**config.mk**
```make
export PLATFORM = sky130hd
export DESIGN_NAME = if_fetch
export DESIGN_NICKNAME = d
export VERILOG_FILES = /design/src/rtl/if_fetch.sv
export SDC_FILE = /design/constraint.sdc
export NUM_CORES = 1
export LEC_CHECK = 0
export ABC_AREA = 1
export CORE_UTILIZATION = 30
export CTS_BUF_LIST = sky130_fd_sc_hd__clkbuf_4
export CTS_CLUSTER_SIZE = 25
export DETAILED_ROUTE_END_ITERATION = 16
export PLACE_DENSITY = 0.54
export SYNTH_ARGS = -nofsm -noshare
export SYNTH_HDL_FRONTEND = slang
export SYNTH_SLANG_ARGS = --single-unit
```
**constraint.sdc**
```tcl
create_clock -name clk -period 3.9 [get_ports clk]
set_input_delay 0.78 -clock clk [delete_from_list [all_inputs] [get_ports clk]]
set_output_delay 0.78 -clock clk [all_outputs]
set_load 0.05 [all_outputs]
```
**src/rtl/if_fetch.sv**
```systemverilog
// Instruction-fetch front end: owns the PC, issues one read at a time to
// instruction memory and hands the fetched pc/inst pair to the IF/ID register.
module if_fetch #(
  parameter int                ADDR_W   = 32,
  parameter int                DATA_W   = 32,
  parameter logic [ADDR_W-1:0] RESET_PC = '0
) (
  input  logic              clk,
  input  logic              rst,
  input  logic              stall,
  input  logic              branch_flag,
  input  logic [ADDR_W-1:0] branch_target_address,
  output logic              inst_req,
  output logic [ADDR_W-1:0] inst_addr,
  input  logic              inst_ready,
  input  logic              inst_rvalid,
  input  logic [DATA_W-1:0] inst_rdata,
  output logic [ADDR_W-1:0] if_pc,
  output logic [DATA_W-1:0] if_inst,
  output logic              if_valid
);

  // Request channel: a read is accepted on the rising edge where inst_req and
  // inst_ready are both high; inst_addr must hold while inst_req waits unless a
  // branch retargets it. The response is the single inst_rvalid cycle after it.
  typedef enum logic [1:0] {IDLE, REQ, WAIT, OUT} state_t;

  state_t            state, state_n;
  logic [ADDR_W-1:0] pc, pc_n;
  logic              discard, discard_n;
  logic              if_valid_n;
  logic [ADDR_W-1:0] if_pc_n;
  logic [DATA_W-1:0] if_inst_n;
  logic [ADDR_W-1:0] br_pc;

  assign br_pc     = branch_target_address & ~ADDR_W'(3);
  assign inst_addr = pc;

  always_ff @(posedge clk or negedge rst) begin
    if (!rst) begin
      state    <= IDLE;
      pc       <= RESET_PC;
      discard  <= 1'b0;
      inst_req <= 1'b0;
      if_valid <= 1'b0;
      if_pc    <= '0;
      if_inst  <= '0;
    end else begin
      state    <= state_n;
      pc       <= pc_n;
      discard  <= discard_n;
      inst_req <= (state_n == REQ);
      if_valid <= if_valid_n;
      if_pc    <= if_pc_n;
      if_inst  <= if_inst_n;
    end
  end

  always_comb begin
    state_n    = state;
    pc_n       = pc;
    discard_n  = discard;
    if_valid_n = if_valid;
    if_pc_n    = if_pc;
    if_inst_n  = if_inst;
    case (state)
      IDLE: begin
        state_n = REQ;
        if (branch_flag) pc_n = br_pc;
      end
      REQ: begin
        if (branch_flag) pc_n = br_pc;
        if (inst_ready) begin
          state_n = WAIT;
          // Old address is already in flight; its data must be thrown away.
          if (branch_flag) discard_n = 1'b1;
        end
      end
      WAIT: begin
        if (branch_flag) pc_n = br_pc;
        if (inst_rvalid) begin
          if (discard || branch_flag) begin
            discard_n = 1'b0;
            state_n   = REQ;
          end else begin
            if_inst_n  = inst_rdata;
            if_pc_n    = pc;
            if_valid_n = 1'b1;
            pc_n       = pc + ADDR_W'(4);
            state_n    = OUT;
          end
        end else if (branch_flag) begin
          discard_n = 1'b1;
        end
      end
      OUT: begin
        if (branch_flag) begin
          pc_n       = br_pc;
          if_valid_n = 1'b0;
          state_n    = REQ;
        end else if (!stall) begin
          if_valid_n = 1'b0;
          state_n    = REQ;
        end
      end
      default: state_n = IDLE;
    endcase
  end

endmodule

```
==> flow_summary_export.csv, run 1 <==
group,metric,value,unit
clock_tree,h-tree-depth,3,
synth,yosys.area.top_type,"dfrtp_1",
place,portBuffers,165,
floorplan,io_pins,168,
synth,yosys.cell_types.count,28,
cells_and_area,area_growth,39.9,%
synth,netlist_top_cells_count,"nand2_1, dfrtp_1, o21ai_0, nor2_1, inv_1",
grt,grt_max_degree,83,
setup_path,cpMaxStageDelayCell,"clkdlybuf4s50_1",
sta,min_period,2640,ps
cells_and_area,drive_gt1_share,3.95,%
grt,grt_overflow,0,
synth,synthXorXnorAreaFrac,0.182,%
setup_path,startpoint_type,"flop",
setup_path,crit_arrival,1860,ps
synth,syn_area_per_cell,7.72,um2
power,finalPower,4.87,mW
clock_tree,clock_path_buffers,2,
clock_tree,clkTransAtPathRegs,160,ps
route,vias,4569,
synth,synth_top_family_by_area,"simple AND/OR/NAND/NOR gates",
clock_tree,cts_tree,"done",
outcome,status,"completed",
synth,syn_inst,623,
flow_run,maxCapViolations,0,
sta,grt_setup_unrepaired,"no",
route,wl_per_cell,14.5,um
floorplan,die_w,129,um
floorplan,rows,45,
setup_path,cp_top_family,"buffers and inverters",
floorplan,start_util,31.2,%
synth,yosys.area_share.adder,0.260,%
setup_path,rrSetupSlack,1860,ps
power,netSwitchingPower,2.45,mW
route,drc,0,
setup_path,cp_num_cells,1,
setup_path,cp-endpoint,"inst_addr[21]",
synth,netlist.area_leader.share,52.5,%
setup_path,cp-end-kind,"output pin",
sta,finalSetupViolCount,0,
synth,synth.net_count,694,
sta,hold_viol,0,
setup_path,critPathKind,"reg2out",
route,routed_via_density,4.59,
synth,synth_edf_count,0,
setup_path,crit_fanout,6,
clock_tree,clock_latency,470,ps
synth,synth.most_common_cell,"nand2_1",
sta,slew_headroom,40.5,%
sta,slew_violations,0,
power,p_int,2.42,mW
synth,yosysSeqAreaShare,52.5,%
floorplan,dieArea,16600,um2
power,pwr-share-seq,34.6,%
power,vdd_ir_drop_max,0.000476,V
sta,setup_tns,0,ps
clock_tree,holdBufCountCts,0,
setup_path,rr_worst_depth,8,
sta,tightestPinTransition,893,ps
floorplan,core_area,15400,um2
place,place_hpwl,10400,um
route,ant_nets,0,
route,drt-initial-drc-count,258,
grt,grt_pass1_wl,22900,um
clock_tree,clock-sinks,101,
clock_tree,cts_buffers,9,
power,powerDensity,724,nW/um2
route,routed_wl,14500,um
setup_path,cpPeakStageDelay,860,ps
power,swShare,50.3,%
sta,finalCritPeriodShare,67.6,%
synth,synth-compound-area-share,9.62,%
setup_path,setup.worst_path.start,"inst_addr[21]",
sta,fin_skew,20.2,ps
grt,grt_pass1_vias,4439,
synth,muxShareOfSynthArea,0,%
hold_path,hold_class,"in2async",
power,share_comb_of_total_power,55.1,%
synth,async_flop_share,100,%
synth,synthFlopType,"dfrtp_1",
clock_tree,clockRootBuffer,"clkbuf_4",
floorplan,die_h,129,um
synth,yosys_warnings,0,
synth,syn-cell-area,4810,um2
sta,timing.fmax,0.379,GHz
grt,grtUsageTotal,18.0,%
power,leakage,3.11,nW
place,gp_congestion,0.787,
synth,synth-seq-cells,101,
synth,synthSimpleGateAreaFrac,30.3,%
setup_path,required,3120,ps
synth,yosys-top-cells-area,"dfrtp_1, nand2_1, o21ai_0",
grt,antenna_found_initial,1,
route,first_pass_iters,7,
setup_path,path_buf_inv,1,
setup_path,r2r_start,"state[0]",
power,clockPowerShare,10.2,%
setup_path,reg2reg_to,"inst_addr[14]",
clock_tree,post_cts_resized,0,
cells_and_area,fin_nets,850,
clock_tree,cts_setup_buffers,0,
setup_path,path_cells,"clkdlybuf4s50_1",
-- cell usage in the layout (no fill, tap or decap), types with 3 or more instances in the layout --
master / netlist / final
nand2_1: 258 / 258
clkdlybuf4s50_1: 0 / 164
dfrtp_1: 101 / 101
o21ai_0: 52 / 52
nor2_1: 51 / 51
inv_1: 48 / 48
nand3_1: 38 / 38
o211ai_1: 13 / 13
clkbuf_4: 0 / 11
buf_4: 1 / 8
a21oi_1: 5 / 5
nor2_2: 4 / 4
nand4_1: 4 / 4
o221ai_1: 3 / 3
-- final cells by class --
cell class                      count  area (um2)
Clock inverter                      5        27.5
Timing Repair Buffer              172        1700
Sequential cell                   101        2530
Clock buffer                       11        82.6
Tap cell                          211         264
Antenna cell                        1        2.50
Multi-Input combinational cell    446        1940
Fill cell                        1577        8690
Inverter                           49         185
-- worst min path at each step --
stage,from,to,slack (ps)
global route,rst,if_inst[29],450
finish,rst,if_pc[6],420
global placement,if_inst[14],if_inst[14],460
detailed placement,if_inst[6],if_inst[6],460
CTS,rst,if_pc[6],420
floorplan,rst,discard,480
-- power groups by stage --
stage	combinational, mW	clock, mW	sequential, mW
5_1_grt	2.84	0.563	1.74
6_report	2.69	0.499	1.69
4_1_cts	2.72	0.526	1.69
3_3_place_gp	2.69	0	1.70
2_1_floorplan	0.446	0	2.96
3_5_place_dp	2.71	0	1.71
-- flip-flops by register name (all words and copies together) (netlist names) --
| name | count |
|---|---|
| discard | 1 |
| if_valid | 1 |
| state | 2 |
| if_inst | 32 |
| inst_req | 1 |
| if_pc | 32 |
| inst_addr | 32 |
-- through the flow --
step | utilization, % | hold WS (ps) | std cells | setup WS [ps] | area [um2]
6_report | 43.6 | 420 | 996 | 1260 | 6730
5_1_grt | 43.6 | 454 | 996 | 1130 | 6730
4_1_cts | 43.6 | 418 | 995 | 1210 | 6730
3_5_place_dp | 42.9 | 458 | 979 | 999 | 6620
3_3_place_gp | 42.9 | 456 | 979 | 999 | 6620
2_1_floorplan | - | 484 | 623 | 2040 | 4810
-- kinds of logic (layout without fill, tap and decap cells) --
family / Yosys count / count (layout)
and+or+nand+nor: 363 / 363
DFF: 101 / 101
AOI/OAI and AO/OA: 81 / 81
buffers and inverters: 76 / 237
adders and majority gates: 1 / 1
xor gates and xnor gates: 1 / 1
other: 0 / 1
-- metal layers --
| layer | part of all wire, % | global-route usage, % | wire (um) | up-vias |
|---|---|---|---|---|
| met5 | 0 | 0 | 0 | - |
| met4 | 0.84 | 4.29 | 122 | 0 |
| met3 | 4.4 | 4.57 | 641 | 10 |
| met2 | 49 | 30.5 | 7120 | 97 |
| met1 | 46 | 23.0 | 6600 | 2178 |
| li1 | - | - | - | 2284 |
No activity file was read; power rests on OpenSTA's default activity.
==> run 2, diff against run 1 <==
- PLACE_DENSITY: 0.54 -> 0.56
- clock period: 3.9 -> 2.15 ns (I/O delays scaled with it)
==> flow_summary_export.csv, run 2 (synthesized netlist as in run 1, its figures left out) <==
group,metric,value,unit
outcome,status,"completed",
clock_tree,h-tree-depth,3,
clock_tree,clock_path_buffers,2,
setup_path,cp_top_family,"buffers and inverters",
sta,fin_skew,24.7,ps
clock_tree,clock_latency,480,ps
place,place_hpwl,10600,um
floorplan,die_h,129,um
cells_and_area,seqCellArea,2530,um2
sta,hold_viol,0,
setup_path,required,1720,ps
cells_and_area,final_cell_mix,"nand2_1, dfrtp_1, clkdlybuf4s50_1, o21ai_0, nor2_1",
floorplan,dieArea,16600,um2
grt,grt_pass1_vias,4444,
power,powerDensity,1250,nW/um2
sta,setup_tns,0,ps
floorplan,start_util,31.2,%
floorplan,core_area,15400,um2
route,drc,0,
floorplan,die_w,129,um
power,swShare,51.1,%
cells_and_area,fillers,1577,
grt,grt_overflow,0,
power,leakage,3.85,nW
grt,grt_pass1_wl,23100,um
grt,grtUsageTotal,18.3,%
route,vias,4620,
cells_and_area,drive_gt1_share,5.29,%
cells_and_area,multi_input_comb_area,1940,um2
route,wl_per_cell,14.5,um
clock_tree,cts_buffers,9,
setup_path,crit_fanout,2,
setup_path,crit_arrival,1660,ps
sta,min_period,2090,ps
place,gp_congestion,0.806,
sta,slew_headroom,62.4,%
route,drt-initial-drc-count,259,
setup_path,cp-end-kind,"output pin",
sta,tightestPinTransition,566,ps
floorplan,rows,45,
power,pwr-share-seq,34.8,%
setup_path,path_buf_inv,1,
setup_path,cpPeakStageDelay,810,ps
route,routed_wl,14500,um
route,ant_nets,0,
sta,finalCritPeriodShare,97.3,%
sta,finalSetupViolCount,0,
place,dp_cells,988,
setup_path,critPathKind,"reg2out",
cells_and_area,utilization,44.7,%
floorplan,io_pins,168,
clock_tree,clock-sinks,101,
route,routed_via_density,4.59,
cells_and_area,stdcell_count,1006,
power,clockPowerShare,10.5,%
setup_path,startpoint_type,"flop",
clock_tree,clockRootBuffer,"clkbuf_4",
power,netSwitchingPower,4.42,mW
sta,timing.fmax,0.478,GHz
power,share_comb_of_total_power,54.6,%
power,vdd_ir_drop_max,0.000521,V
grt,antenna_found_initial,1,
sta,slew_violations,0,
cells_and_area,fin_nets,860,
sta,grt_setup_unrepaired,"no",
flow_run,maxCapViolations,0,
clock_tree,cts_setup_buffers,0,
place,portBuffers,165,
setup_path,cpMaxStageDelayCell,"clkdlybuf4s50_1",
grt,grt_max_degree,69,
cells_and_area,final_common_cell,"nand2_1",
power,finalPower,8.65,mW
clock_tree,cts_tree,"done",
cells_and_area,area_growth,43.4,%
setup_path,path_cells,"clkdlybuf4s50_1",
hold_path,hold_class,"in2async",
power,p_int,4.23,mW
clock_tree,clkTransAtPathRegs,160,ps
route,first_pass_iters,4,
run 2: cell types whose count changed in the layout (fill, tap and decap cells not counted):
| cell | delta |
|---|---|
| dlymetal6s2s_1 | +42 |
| buf_4 | +7 |
| dlygate4sd3_1 | +1 |
| clkdlybuf4s50_1 | -91 |
| clkinvlp_4 | -2 |
| clkinv_2 | +1 |
| dlygate4sd2_1 | +47 |
| inv_6 | +1 |
| buf_12 | +4 |
run 2: final timing paths:
kind,slack (ps),cells after the start,startpoint,endpoint
worst max-delay path,60,1,if_pc[13],if_pc[13]
worst min-delay path,360,2,rst,inst_addr[21]
worst max register to register,290,8,inst_addr[2],inst_addr[22]
worst min register to register,480,2,if_inst[12],if_inst[12]
max in group asynchronous,1170,3,rst,if_pc[30]
min in group clk,470,3,inst_rdata[17],if_inst[17]
run 2: cell type report:
| cell class | count | area share [%] |
|---|---|---|
| flip-flops and latches | 101 | 36.6 |
| clock inverters | 5 | 0.381 |
| multi-input cells | 446 | 28.1 |
| well taps | 211 | 3.83 |
| diodes | 1 | 0.0363 |
| clock buffers | 11 | 1.20 |
| inverters | 49 | 2.68 |
| repair buffers | 182 | 27.1 |
run 2: through the flow:
stage	instance area (um2)	hold WS (ps)	setup slack (ps)
after detailed placement	6730	339	85.7
final	6900	365	58.0
after global placement	6730	337	131
after global routing	6900	342	0.862
after floorplan	4810	134	287
after CTS	6790	325	0.613
run 2: power groups by stage:
stage | combinational [mW] | clock, mW | sequential (mW)
finish | 4.73 | 0.911 | 3.01
global route | 4.99 | 1.05 | 3.12
CTS | 4.80 | 0.963 | 3.04
detailed placement | 4.96 | 0 | 3.08
global placement | 4.92 | 0 | 3.06
floorplan | 0.809 | 0 | 5.37
run 2: metal layers:
layer	wire [um]	vias to the layer above	share of wire, %	global-route usage, %
li1	-	2307	-	-
met1	6760	2185	46	23.9
met2	6900	113	47	30.0
met3	599	15	4.1	3.16
met4	286	0	2.0	7.27
met5	0	-	0	0
run 2: what timing repair did:
| action | CTS | global route |
|---|---|---|
| endpoints found under the setup margin | 47 | 42 |
| gates resized for setup | 47 | 42 |
| hold buffers | 1 | 0 |
| pin swaps | 0 | 0 |
| hold endpoints to repair | 18 | 0 |
==> run 3, diff against run 2 <==
- CORE_MARGIN: default -> 2
==> flow_summary_export.csv, run 3 (synthesized netlist as in run 1, its figures left out) <==
group,metric,value,unit
outcome,status,"completed",
sta,slew_violations,0,
setup_path,cp_num_cells,1,
route,drc,0,
sta,min_period,2090,ps
setup_path,rrSetupSlack,200,ps
grt,grt_overflow,0,
setup_path,startpoint_type,"flop",
clock_tree,clock_path_buffers,2,
sta,timing.fmax,0.477,GHz
power,clockPowerShare,10.6,%
cells_and_area,multi_input_comb_area,1940,um2
sta,setup_tns,0,ps
sta,hold_viol,0,
floorplan,die_w,131,um
setup_path,cp_top_family,"buffers and inverters",
cells_and_area,final_cell_mix,"nand2_1, dfrtp_1, clkdlybuf4s50_1, dlygate4sd2_1, o21ai_0",
route,wl_met2,6960,um
clock_tree,cts_setup_buffers,0,
setup_path,cpPeakStageDelay,800,ps
power,p_int,4.16,mW
sta,fin_skew,25.3,ps
power,vdd_ir_drop_max,0.000534,V
setup_path,required,1720,ps
grt,grt_max_degree,58,
place,place_hpwl,10700,um
grt,grtUsageTotal,17.3,%
grt,grt_pass1_wl,22800,um
clock_tree,cts_buffers,9,
cells_and_area,final_common_cell,"nand2_1",
route,routed_wl,14600,um
route,wl_met1,6690,um
place,dp_cells,995,
setup_path,crit_arrival,1660,ps
cells_and_area,seqCellArea,2530,um2
cells_and_area,fillers,1609,
setup_path,cp-end-kind,"output pin",
clock_tree,clock-sinks,101,
floorplan,rows,46,
floorplan,start_util,30.5,%
sta,grt_setup_unrepaired,"no",
floorplan,core_area,15800,um2
cells_and_area,area_growth,43.0,%
power,pwr-share-seq,35.2,%
clock_tree,clock_latency,480,ps
setup_path,path_buf_inv,1,
cells_and_area,fin_nets,862,
sta,tightestPinTransition,550,ps
setup_path,cp-endpoint,"if_inst[2]",
route,first_pass_iters,4,
route,dr_wl_met3,695,um
route,wl_per_cell,14.5,um
route,vias,4624,
flow_run,maxCapViolations,0,
power,leakage,3.72,nW
power,netSwitchingPower,4.44,mW
setup_path,cpMaxStageDelayCell,"clkdlybuf4s50_1",
floorplan,dieArea,17100,um2
setup_path,rr_worst_depth,8,
grt,antenna_found_initial,1,
route,ant_nets,0,
clock_tree,cts_tree,"done",
clock_tree,clockRootBuffer,"clkbuf_4",
setup_path,path_cells,"clkdlybuf4s50_1",
grt,grt_pass1_vias,4317,
sta,finalCritPeriodShare,97.4,%
hold_path,hold_class,"in2async",
place,portBuffers,165,
route,routed_via_density,4.56,
setup_path,r2r_start,"inst_addr[3]",
cells_and_area,drive_gt1_share,5.40,%
route,drt-initial-drc-count,200,
floorplan,die_h,131,um
clock_tree,h-tree-depth,3,
sta,finalSetupViolCount,0,
setup_path,setup.worst_path.start,"if_inst[2]",
place,gp_congestion,0.806,
power,powerDensity,1250,nW/um2
cells_and_area,stdcell_count,1013,
route,top_layer,"met4",
setup_path,reg2reg_to,"inst_addr[30]",
power,share_comb_of_total_power,54.3,%
sta,slew_headroom,63.5,%
setup_path,critPathKind,"reg2out",
clock_tree,clkTransAtPathRegs,160,ps
setup_path,crit_fanout,2,
power,swShare,51.6,%
floorplan,io_pins,168,
==> run 3: worst min path at each step <==
stage / startpoint / endpoint / slack (ps) / cells past startpoint
global route: inst_rdata[11] / if_inst[11] / 430 / 3
CTS: rst / inst_addr[7] / 420 / 2
floorplan: rst / discard / 130 / 0
finish: rst / inst_addr[7] / 440 / 2
detailed placement: rst / if_inst[26] / 440 / 1
global placement: rst / if_inst[26] / 430 / 1
==> run 3: power groups by stage <==
stage | combinational (mW) | clock, mW | sequential (mW)
after global routing | 4.94 | 1.04 | 3.12
after floorplan | 0.809 | 0 | 5.37
after CTS | 4.73 | 0.964 | 3.04
after detailed placement | 4.96 | 0 | 3.08
after global placement | 4.91 | 0 | 3.06
final | 4.66 | 0.908 | 3.02
==> run 3: per-stage QoR <==
| step | worst slack [ps] | util [%] | hold slack, ps | instance area, um2 | total power, mW |
|---|---|---|---|---|---|
| floorplan | 287 | - | 134 | 4810 | 6.18 |
| global placement | 100 | 42.8 | 431 | 6760 | 7.98 |
| detailed placement | 61.0 | 42.8 | 437 | 6760 | 8.04 |
| CTS | 0.536 | 43.2 | 416 | 6810 | 8.73 |
| global route | 3.06 | 43.6 | 431 | 6880 | 9.10 |
| finish | 55.0 | 43.6 | 439 | 6880 | 8.59 |
==> run 3: layout make-up <==
| type | count | share of cell area (%) |
|---|---|---|
| clock inverter | 6 | 0.546 |
| timing repair buffer | 184 | 26.8 |
| multi-input combinational | 446 | 28.2 |
| tap | 216 | 3.93 |
| clock buffer | 10 | 1.09 |
| sequential | 101 | 36.7 |
| antenna | 1 | 0.0364 |
| inverter | 49 | 2.69 |
==> run 3: what timing repair did <==
item,CTS,global route
gates resized for setup,59,29
setup endpoints to repair,59,29
hold endpoints to repair,35,0
hold buffers,1,0
==> run 3: routing by layer <==
metal / global-route usage [%] / vias to the layer above
li1: - / 2315
met1: 23.8 / 2169
met2: 27.8 / 120
met3: 2.57 / 20
met4: 6.57 / 0
met5: 0 / -
